[src/rtl/i2c_eeprom_rw_ctrl_pkg.sv]
// Shared types and constants for the EEPROM write/read-back sequencer and its I2C driver.
// FSM encoding, transfer direction, acknowledge polarity and the cycle-timer width.
package i2c_eeprom_rw_ctrl_pkg;

    typedef enum logic [2:0] {
        IDLE    = 3'd0,
        WR_REQ  = 3'd1,
        WR_WAIT = 3'd2,
        WR_GAP  = 3'd3,
        RD_REQ  = 3'd4,
        RD_WAIT = 3'd5,
        FINISH  = 3'd6
    } state_t;

    localparam logic RW_WRITE = 1'b0;
    localparam logic RW_READ  = 1'b1;

    // i2c_ack carries the NACK flag: 1 means the slave refused a byte.
    localparam logic ACK_OK   = 1'b0;
    localparam logic ACK_NACK = 1'b1;

    // Wide enough for both the write-cycle gap and the transaction timeout.
    localparam int TMR_W = 20;

endpackage

[src/rtl/i2c_eeprom_rw_ctrl_if.sv]
// Exec/done handshake between the sequencer (master) and the I2C byte driver (slave).
interface i2c_eeprom_rw_ctrl_if;

    logic        i2c_exec;
    logic        i2c_rh_wl;
    logic [15:0] i2c_addr;
    logic [7:0]  i2c_data_w;
    logic [7:0]  i2c_data_r;
    logic        i2c_done;
    logic        i2c_ack;

    modport master (
        output i2c_exec, i2c_rh_wl, i2c_addr, i2c_data_w,
        input  i2c_data_r, i2c_done, i2c_ack
    );

    modport slave (
        input  i2c_exec, i2c_rh_wl, i2c_addr, i2c_data_w,
        output i2c_data_r, i2c_done, i2c_ack
    );

endinterface

[src/rtl/i2c_eeprom_rw_ctrl_cyc_timer.sv]
// Loadable down-counter; expired is high while the count sits at zero.
module i2c_eeprom_rw_ctrl_cyc_timer
    import i2c_eeprom_rw_ctrl_pkg::*;
(
    input  logic             sys_clk,
    input  logic             sys_rst,
    input  logic             load,
    input  logic [TMR_W-1:0] load_val,
    output logic             expired
);

    logic [TMR_W-1:0] count;

    always_ff @(posedge sys_clk) begin
        if (sys_rst) begin
            count <= '0;
        end else if (load) begin
            count <= load_val;
        end else if (count != '0) begin
            count <= count - TMR_W'(1);
        end
    end

    assign expired = (count == '0);

endmodule

[src/rtl/i2c_eeprom_rw_ctrl.sv]
// Writes BYTE_NUM bytes (data = offset) from START_ADDR, reads them back and compares,
// one single-byte I2C transaction per exec/done handshake; reports pass/fail and first bad address.
module i2c_eeprom_rw_ctrl
    import i2c_eeprom_rw_ctrl_pkg::*;
#(
    parameter logic [15:0] START_ADDR  = 16'h0000,
    parameter logic [8:0]  BYTE_NUM    = 9'd256,
    parameter logic [17:0] WR_GAP_CYC  = 18'd250000,
    parameter logic [19:0] TIMEOUT_CYC = 20'd100000
) (
    input  logic                  sys_clk,
    input  logic                  sys_rst,
    input  logic                  start,
    i2c_eeprom_rw_ctrl_if.master  bus,
    output logic                  busy,
    output logic                  rw_done,
    output logic                  rw_pass,
    output logic [15:0]           err_addr
);

    localparam logic [8:0]       LAST_OFF = BYTE_NUM - 9'd1;
    // Loading N-1 makes WR_GAP last exactly WR_GAP_CYC cycles.
    localparam logic [TMR_W-1:0] GAP_LOAD = TMR_W'(WR_GAP_CYC) - TMR_W'(1);
    localparam logic [TMR_W-1:0] TO_LOAD  = TMR_W'(TIMEOUT_CYC);

    state_t           state, state_nxt;
    logic [8:0]       offset, offset_nxt;
    logic             last;
    logic             tmr_load, tmr_expired;
    logic [TMR_W-1:0] tmr_val;
    logic             offset_clr, offset_inc;
    logic             run_start, fail, pass_set;

    i2c_eeprom_rw_ctrl_cyc_timer u_timer (
        .sys_clk  (sys_clk),
        .sys_rst  (sys_rst),
        .load     (tmr_load),
        .load_val (tmr_val),
        .expired  (tmr_expired)
    );

    assign last         = (offset == LAST_OFF);
    assign bus.i2c_exec = (state == WR_REQ) || (state == RD_REQ);
    assign rw_done      = (state == FINISH);

    always_ff @(posedge sys_clk) begin
        if (sys_rst) begin
            state <= IDLE;
        end else begin
            state <= state_nxt;
        end
    end

    always_comb begin
        state_nxt  = state;
        tmr_load   = 1'b0;
        tmr_val    = TO_LOAD;
        offset_clr = 1'b0;
        offset_inc = 1'b0;
        run_start  = 1'b0;
        fail       = 1'b0;
        pass_set   = 1'b0;
        case (state)
            IDLE: begin
                if (start) begin
                    run_start  = 1'b1;
                    offset_clr = 1'b1;
                    state_nxt  = WR_REQ;
                end
            end
            WR_REQ: begin
                tmr_load  = 1'b1;
                state_nxt = WR_WAIT;
            end
            WR_WAIT: begin
                // A done arriving together with the timeout takes priority.
                if (bus.i2c_done) begin
                    if (bus.i2c_ack == ACK_NACK) begin
                        fail = 1'b1;
                    end else begin
                        tmr_load  = 1'b1;
                        tmr_val   = GAP_LOAD;
                        state_nxt = WR_GAP;
                    end
                end else if (tmr_expired) begin
                    fail = 1'b1;
                end
            end
            WR_GAP: begin
                if (tmr_expired) begin
                    if (last) begin
                        offset_clr = 1'b1;
                        state_nxt  = RD_REQ;
                    end else begin
                        offset_inc = 1'b1;
                        state_nxt  = WR_REQ;
                    end
                end
            end
            RD_REQ: begin
                tmr_load  = 1'b1;
                state_nxt = RD_WAIT;
            end
            RD_WAIT: begin
                if (bus.i2c_done) begin
                    if ((bus.i2c_ack == ACK_NACK) || (bus.i2c_data_r != offset[7:0])) begin
                        fail = 1'b1;
                    end else if (last) begin
                        pass_set  = 1'b1;
                        state_nxt = FINISH;
                    end else begin
                        offset_inc = 1'b1;
                        state_nxt  = RD_REQ;
                    end
                end else if (tmr_expired) begin
                    fail = 1'b1;
                end
            end
            FINISH: begin
                state_nxt = IDLE;
            end
            default: begin
                state_nxt = IDLE;
            end
        endcase
        if (fail) begin
            state_nxt = FINISH;
        end
    end

    always_comb begin
        offset_nxt = offset;
        if (offset_clr) begin
            offset_nxt = '0;
        end else if (offset_inc) begin
            offset_nxt = offset + 9'd1;
        end
    end

    // Address, direction and write data are latched on entry to a request state
    // so they stay stable for the whole transaction.
    always_ff @(posedge sys_clk) begin
        if (sys_rst) begin
            offset         <= '0;
            busy           <= 1'b0;
            rw_pass        <= 1'b0;
            err_addr       <= '0;
            bus.i2c_addr   <= '0;
            bus.i2c_data_w <= '0;
            bus.i2c_rh_wl  <= RW_WRITE;
        end else begin
            offset <= offset_nxt;
            if (run_start) begin
                busy     <= 1'b1;
                rw_pass  <= 1'b0;
                err_addr <= '0;
            end
            if (state == FINISH) begin
                busy <= 1'b0;
            end
            if (pass_set) begin
                rw_pass <= 1'b1;
            end
            if (fail) begin
                err_addr <= bus.i2c_addr;
            end
            if (state_nxt == WR_REQ) begin
                bus.i2c_addr   <= START_ADDR + 16'(offset_nxt);
                bus.i2c_data_w <= offset_nxt[7:0];
                bus.i2c_rh_wl  <= RW_WRITE;
            end else if (state_nxt == RD_REQ) begin
                bus.i2c_addr  <= START_ADDR + 16'(offset_nxt);
                bus.i2c_rh_wl <= RW_READ;
            end
        end
    end

endmodule

[src/flat_wrapper.sv]
// flat-port wrapper written by rule: the top's interface ports become plain ports
module i2c_eeprom_rw_ctrl_flat import i2c_eeprom_rw_ctrl_pkg::*;
#(
    parameter logic [15:0] START_ADDR  = 16'h0000,
    parameter logic [8:0]  BYTE_NUM    = 9'd256,
    parameter logic [17:0] WR_GAP_CYC  = 18'd250000,
    parameter logic [19:0] TIMEOUT_CYC = 20'd100000
)
  (sys_clk, sys_rst, start, busy, rw_done, rw_pass, err_addr, bus_i2c_exec, bus_i2c_rh_wl, bus_i2c_addr, bus_i2c_data_w, bus_i2c_data_r, bus_i2c_done, bus_i2c_ack);
  i2c_eeprom_rw_ctrl_if bus_i ();
  input  logic sys_clk;
  input  logic sys_rst;
  input  logic start;
  output logic busy;
  output logic rw_done;
  output logic rw_pass;
  output logic [15:0] err_addr;
  output wire logic [$bits(bus_i.i2c_exec)-1:0] bus_i2c_exec;
  output wire logic [$bits(bus_i.i2c_rh_wl)-1:0] bus_i2c_rh_wl;
  output wire logic [$bits(bus_i.i2c_addr)-1:0] bus_i2c_addr;
  output wire logic [$bits(bus_i.i2c_data_w)-1:0] bus_i2c_data_w;
  input wire logic [$bits(bus_i.i2c_data_r)-1:0] bus_i2c_data_r;
  input wire logic [$bits(bus_i.i2c_done)-1:0] bus_i2c_done;
  input wire logic [$bits(bus_i.i2c_ack)-1:0] bus_i2c_ack;
  assign bus_i2c_exec = bus_i.i2c_exec;
  assign bus_i2c_rh_wl = bus_i.i2c_rh_wl;
  assign bus_i2c_addr = bus_i.i2c_addr;
  assign bus_i2c_data_w = bus_i.i2c_data_w;
  assign bus_i.i2c_data_r = bus_i2c_data_r;
  assign bus_i.i2c_done = bus_i2c_done;
  assign bus_i.i2c_ack = bus_i2c_ack;
  i2c_eeprom_rw_ctrl #(.START_ADDR(START_ADDR), .BYTE_NUM(BYTE_NUM), .WR_GAP_CYC(WR_GAP_CYC), .TIMEOUT_CYC(TIMEOUT_CYC)) u_core (.sys_clk(sys_clk), .sys_rst(sys_rst), .start(start), .bus(bus_i), .busy(busy), .rw_done(rw_done), .rw_pass(rw_pass), .err_addr(err_addr));
endmodule
[config.mk]
export PLATFORM = sky130hd
export DESIGN_NAME = i2c_eeprom_rw_ctrl_flat
export DESIGN_NICKNAME = d
export VERILOG_FILES = /design/src/rtl/i2c_eeprom_rw_ctrl_pkg.sv /design/src/rtl/i2c_eeprom_rw_ctrl_if.sv /design/src/rtl/i2c_eeprom_rw_ctrl_cyc_timer.sv /design/src/rtl/i2c_eeprom_rw_ctrl.sv /design/src/flat_wrapper.sv
export SDC_FILE = /design/constraint.sdc
export NUM_CORES = 1
export LEC_CHECK = 0
export CORE_MARGIN = 1.5
export CORE_UTILIZATION = 43
export DETAILED_ROUTE_END_ITERATION = 7
export PLACE_DENSITY = 0.69
export SLEW_MARGIN = 25
export SYNTH_ARGS = -nofsm -noshare
export SYNTH_HDL_FRONTEND = slang
export SYNTH_SLANG_ARGS = --single-unit
[constraint.sdc]
create_clock -name sys_clk -period 3.35 [get_ports sys_clk]
set_input_delay 0.335 -clock sys_clk [delete_from_list [all_inputs] [get_ports sys_clk]]
set_output_delay 0.335 -clock sys_clk [all_outputs]
set_load 0.02 [all_outputs]
==> flow_summary.yaml, run 1 <==
final_layout:
  syn_to_final_growth_pct: 20.1
  multi_input_area_sq_um: 1730
  fin_nets: 424
  final_common_cell: "dfxtp_1"
  regArea_sq_um: 1220
  final_cell_mix: "61 x dfxtp_1, 43 x clkdlybuf4s50_1, 37 x a21oi_1"
  fillers: 691
  stdcell_count: 511
  drive_above_1_share_pct: 12.6
  n_antenna_cell: 0
pwr:
  max-vdd-ir-drop_mv: 0.283
  power.leakage_nw: 1.51
  pwr_density_cell_nw_per_um2: 745
die:
  core.rowCount: 31
  coreArea_sq_um: 7210
  io_pins: 58
  die_width_um: 89.2
  dieArea_sq_um: 7960
  start_util_pct: 44.3
  die_h_um: 89.2
clocking:
  cts_sinks: 61
  cts_tree: "yes"
  clk_path_buf_depth: 2
  clk_latency_ns: 0.35
  post_cts_buffers: 0
  clk_pin_slew_ns: 0.08
  numCtsBuffers: 9
  hold_buffers: 0
  cts_root_buf: "clkbuf_8"
  cts-resized-gates: 0
  htree_levels: 3
setup_path:
  reg2reg_slack_ns: 0.62
  critical_path_class: "reg -> reg"
  cp-startpoint: "u_core.u_timer.count[8]"
  timing.rr.start: "u_core.u_timer.count[8]"
  r2r-end: "u_core.bus.i2c_data_w[4]"
  slowest_stage: "or4_1"
  cp_cell_sequence: "or4_1 -> nor4_2 -> and4_1 -> buf_4 -> a21oi_1 -> nand3b_1 -> buf_4 -> mux2i_1"
  crit_path_start_kind: "flip-flop"
  critPathArrivalTime_ns: 3.01
  r2r_cells: 8
  cpMostUsedCell: "buf_4"
  critPathCaptureType: "flip-flop"
  required_ns: 3.63
  critPathCapture: "u_core.bus.i2c_data_w[4]"
  cpPeakStageDelay_ns: 0.70
  critPathMaxFanout: 12
grt:
  antenna_found_initial: 0
  grt_max_degree: 44
  grt_first_pass_wirelength_mm: 11.8
  grt_usage_pct: 19.6
  grt_overflow_total: 0
  first_global_vias: 2528
logic_synthesis:
  synth_edf_count: 0
  ys.warnings.count: 0
  synth_area_leaders: "dfxtp_1 38%, a21oi_1 5.8%, xor2_1 4.1%"
  ys_seq_area_share_pct: 38.2
  yosys.area.top_type: "dfxtp_1"
  yosys_register_bits: 61
  yosysUniqueCellTypes: 64
  async_reset_ff_share_pct: 0
  syn_area_per_cell_sq_um: 8.71
  ys.flop_type: "dfxtp_1"
  synth_top_area_share_pct: 38.2
  synth_area_sq_um: 3200
  synthCells: 367
timing:
  grt_setup_unrepaired: "no"
  hold_violations: 0
  fin_crit_sh_pct: 81.5
  max-slew-margin-rel_pct: 58.3
  tightest_slew_ns: 0.626
  fmax_mhz: 366
  maxSlewViolCount: 0
  finClkSkew_ns: 0.0146
  min_period_ns: 2.73
  setup_viol: 0
  setup_tns_ns: 0
route:
  vias_per_cell: 5.19
  vias: 2654
  drc: 0
  ant_nets: 0
  wire_per_inst_um: 14.3
  dr.first_iter.drc_count: 123
  route.final.wire_length_mm: 7.30
  first_pass_iters: 4
placement:
  dp_hpwl_mm: 5.19
  place_inst: 495
  routabilityCongestion: 0.901
  port_buffers: 43
run_status:
  outcome: "complete, no violations"
job:
  maxCapViolCount: 0
min_path:
  hp-class: "reg -> reg"
-- critical path, delay by kind of cell, from the launching register on --
kind,cells,cell delay (ns)
simple gates,4,1.61
compound gates,1,0.09
buf+inv,2,0.41
flops,1,0.35
mux,1,0.19
-- registers in the layout, indices dropped and copies added, names as in the netlist --
name	count
u_core.u_timer.count	20
u_core.bus.i2c_addr	9
u_core.err_addr	9
u_core.offset	9
u_core.bus.i2c_data_w	8
u_core.state	3
u_core.bus.i2c_rh_wl	1
u_core.busy	1
u_core.rw_pass	1
-- per-layer routing --
metal / vias up / share of wire [%] / global-route usage [%] / wire, um
met2: 61 / 48 / 33.6 / 3530
met5: - / 0 / 0 / 0
met1: 1240 / 45 / 22.3 / 3270
li1: 1339 / - / - / -
met4: 0 / 2.1 / 7.97 / 150
met3: 14 / 4.8 / 7.02 / 352
-- how the worst min path moves through the flow --
stage	from	end	slack [ns]	depth (start not counted)
after floorplan	u_core.offset[8]	u_core.offset[8]	0.44	1
after global placement	u_core.offset[8]	u_core.offset[8]	0.45	1
after detailed placement	u_core.offset[8]	u_core.offset[8]	0.46	1
after CTS	u_core.bus.i2c_addr[8]	u_core.err_addr[8]	0.47	2
after global routing	u_core.offset[8]	u_core.offset[8]	0.49	1
final	u_core.bus.i2c_addr[8]	u_core.err_addr[8]	0.47	2
-- kinds of logic after synthesis --
logic type,after synthesis,synth area share (%)
mux,13,4.15
buf+inv,53,9.24
other cells,1,0.117
compound gates,69,13.4
xor+xnor,26,7.13
flops,61,38.2
fa+ha+maj,4,1.57
simple gates,140,26.2
-- through the flow --
step	utilization [%]	hold WS (ns)	power, mW	setup slack (ns)	cell area [sq um]
after floorplan	-	0.440	2.01	1.04	3240
after global placement	50.4	0.450	2.16	0.535	3630
after detailed placement	50.4	0.459	2.19	0.474	3630
after CTS	53.2	0.470	2.88	0.633	3840
after global routing	53.2	0.487	3.06	0.448	3840
final	53.2	0.468	2.86	0.621	3840
-- power by group --
group,leakage [nW],switching (mW),total [mW],internal [mW]
combinational,0.917,0.696,1.20,0.509
clock,0.0973,0.325,0.678,0.353
sequential,0.496,0.127,0.976,0.849
-- Yosys cell counts (3+ instances only) --
cell and count:
and3_1 5, xnor2_1 11, a21oi_1 37, mux2i_1 11, buf_4 15, o211ai_1 3, or2_2 3, nand3_1 14
nor2_1 25, o21ai_0 8, nand4_1 3, nor2b_1 3, inv_1 18, nor3_1 17, dfxtp_1 61, or3b_2 9
nand3b_1 8, xor2_1 15, nor3b_1 8, nand2b_1 8, ha_1 4, nand2_1 16, clkbuf_1 13
-- final cells by class --
type                       instances  area share, %
clock inverter                     7           2.09
inverter                          19           1.86
sequential                        61           31.8
multi-input combinational        266           45.2
tap                               99           3.23
clock buffer                       9           3.23
timing repair buffer              50           12.6
No activity file was read; power rests on OpenSTA's default activity.
==> run 2, diff against run 1 <==
Settings changed: PLACE_DENSITY 0.69 to 0.71.
Clock period 3.35 ns to 2.3 ns, I/O delays scaled along.
==> flow_summary.yaml, run 2 (synthesized netlist as in run 1, its figures left out) <==
run_status:
  outcome: "finished, violations left"
  failed_checks: "setup timing"
route:
  vias: 3040
  vias_per_cell: 5.35
  dr.first_iter.drc_count: 184
  drc: 0
  route.final.wire_length_mm: 8.56
  wire_per_inst_um: 15.1
  first_pass_iters: 5
  ant_nets: 0
grt:
  first_global_vias: 2826
  grt_max_degree: 44
  grt_overflow_total: 0
  antenna_found_initial: 0
  grt_usage_pct: 21.3
  grt_first_pass_wirelength_mm: 12.8
setup_path:
  r2r_cells: 6
  required_ns: 2.53
  critPathMaxFanout: 5
  critPathCaptureType: "flip-flop"
  critPathArrivalTime_ns: 2.61
  critical_path_class: "reg -> reg"
  crit_path_start_kind: "flip-flop"
timing:
  fin_crit_sh_pct: 103
  finClkSkew_ns: 0.0139
  min_period_ns: 2.38
  max-slew-margin-rel_pct: 66.0
  whs_ns: 0.480
  tightest_slew_ns: 0.508
  setup_viol: 11
  grt_setup_unrepaired: "yes"
  maxSlewViolCount: 0
  hold_violations: 0
  fmax_mhz: 420
  worst_slack_ns: -0.0796
clocking:
  cts_tree: "yes"
  clk_path_buf_depth: 2
  htree_levels: 3
  clk_latency_ns: 0.35
  hold_buffers: 0
  numCtsBuffers: 9
  cts_root_buf: "clkbuf_8"
  cts_sinks: 61
  clk_pin_slew_ns: 0.08
final_layout:
  n_antenna_cell: 0
  final_cell_mix: "60 x dfxtp_1, 59 x buf_4, 43 x clkdlybuf4s50_1"
  fillers: 633
  syn_to_final_growth_pct: 38.9
  fin_nets: 481
  final_common_cell: "dfxtp_1"
  drive_above_1_share_pct: 28.8
  largest_reg_flops: 20
  stdcell_area_sq_um: 4440
  regMostFlops: "u_core.u_timer.count"
placement:
  placed_area_sq_um: 4040
  routabilityCongestion: 0.887
  dp_hpwl_mm: 5.67
  port_buffers: 43
  dpl_worst_slack_ns: -0.276
pwr:
  p_comb_share_pct: 51.5
  p_switching_mw: 1.88
  seq_power_share_pct: 29.0
  p_total_mw: 4.72
  power.leakage_nw: 1.81
  pwr-share-clk_pct: 19.6
  max-vdd-ir-drop_mv: 0.447
  swShare_pct: 39.8
  power.internal_mw: 2.84
  pwr_density_cell_nw_per_um2: 1060
die:
  die_h_um: 89.2
  coreArea_sq_um: 7210
  io_pins: 58
  start_util_pct: 44.3
  die_width_um: 89.2
  dieArea_sq_um: 7960
  core.rowCount: 31
min_path:
  hp-class: "reg -> reg"
  hold_path_depth: 2
job:
  maxCapViolCount: 0
==> run 2: cell count changes in the layout (fill, tap and decap cells not counted), sizes merged <==
cell and change:
clkinvlp -1, bufinv -1, clkbuf +2, clkinv +2, buf +56, o22a +1, inv -2
==> run 2: timing repair <==
action                                  CTS  global route
pin swaps                                 3            15
setup buffers                             3             2
gates resized for setup                   9            33
cloned                                    0             1
endpoints found under the setup margin   40            40
==> run 2: cell type report <==
cell class / count / area, sq um / share of cell area (%)
Timing Repair Buffer: 106 / 927 / 20.9
Inverter: 19 / 71.3 / 1.61
Tap cell: 99 / 124 / 2.79
Clock inverter: 5 / 42.5 / 0.959
Sequential cell: 61 / 1220 / 27.5
Clock buffer: 11 / 151 / 3.41
Multi-Input combinational cell: 267 / 1900 / 42.8
==> run 2: metal layers <==
| layer | global-route usage [%] | part of all wire (%) | routed length, um |
|---|---|---|---|
| met5 | 0 | 0 | 0 |
| met4 | 8.95 | 1.9 | 161 |
| met3 | 6.28 | 5.2 | 448 |
| met2 | 36.4 | 51 | 4380 |
| met1 | 24.8 | 42 | 3570 |
==> run 2: metrics by stage <==
stage	cells	util, %	TNS, ns
detailed placement	546	56.0	-6.27
global placement	546	56.0	-2.94
CTS	565	59.5	-0.144
floorplan	380	-	0
finish	568	61.5	-0.328
global route	568	61.5	-2.09
==> run 2: path summary, 6_finish.rpt <==
path	startpoint	to	slack, ns
worst max-delay path	u_core.u_timer.count[2]	u_core.u_timer.count[11]	-0.08
worst max register to register	u_core.u_timer.count[2]	u_core.u_timer.count[11]	-0.08
worst min-delay path	u_core.bus.i2c_addr[7]	u_core.err_addr[7]	0.48
worst min register to register	u_core.bus.i2c_addr[7]	u_core.err_addr[7]	0.48
==> run 2: critical path, cell delays in order (launching register included) <==
cell	delay, ns
dfxtp_1	0.31
or4_4	0.57
or4b_4	0.53
a31o_4	0.25
or4_4	0.42
xor2_1	0.15
nor2_1	0.05
==> run 2: power by group through the flow <==
stage | sequential (mW) | clock [mW] | combinational [mW]
after CTS | 1.37 | 0.952 | 2.31
after floorplan | 1.42 | 0 | 1.53
final | 1.37 | 0.924 | 2.43
after detailed placement | 1.39 | 0 | 2.24
after global routing | 1.39 | 0.991 | 2.64
after global placement | 1.38 | 0 | 2.19
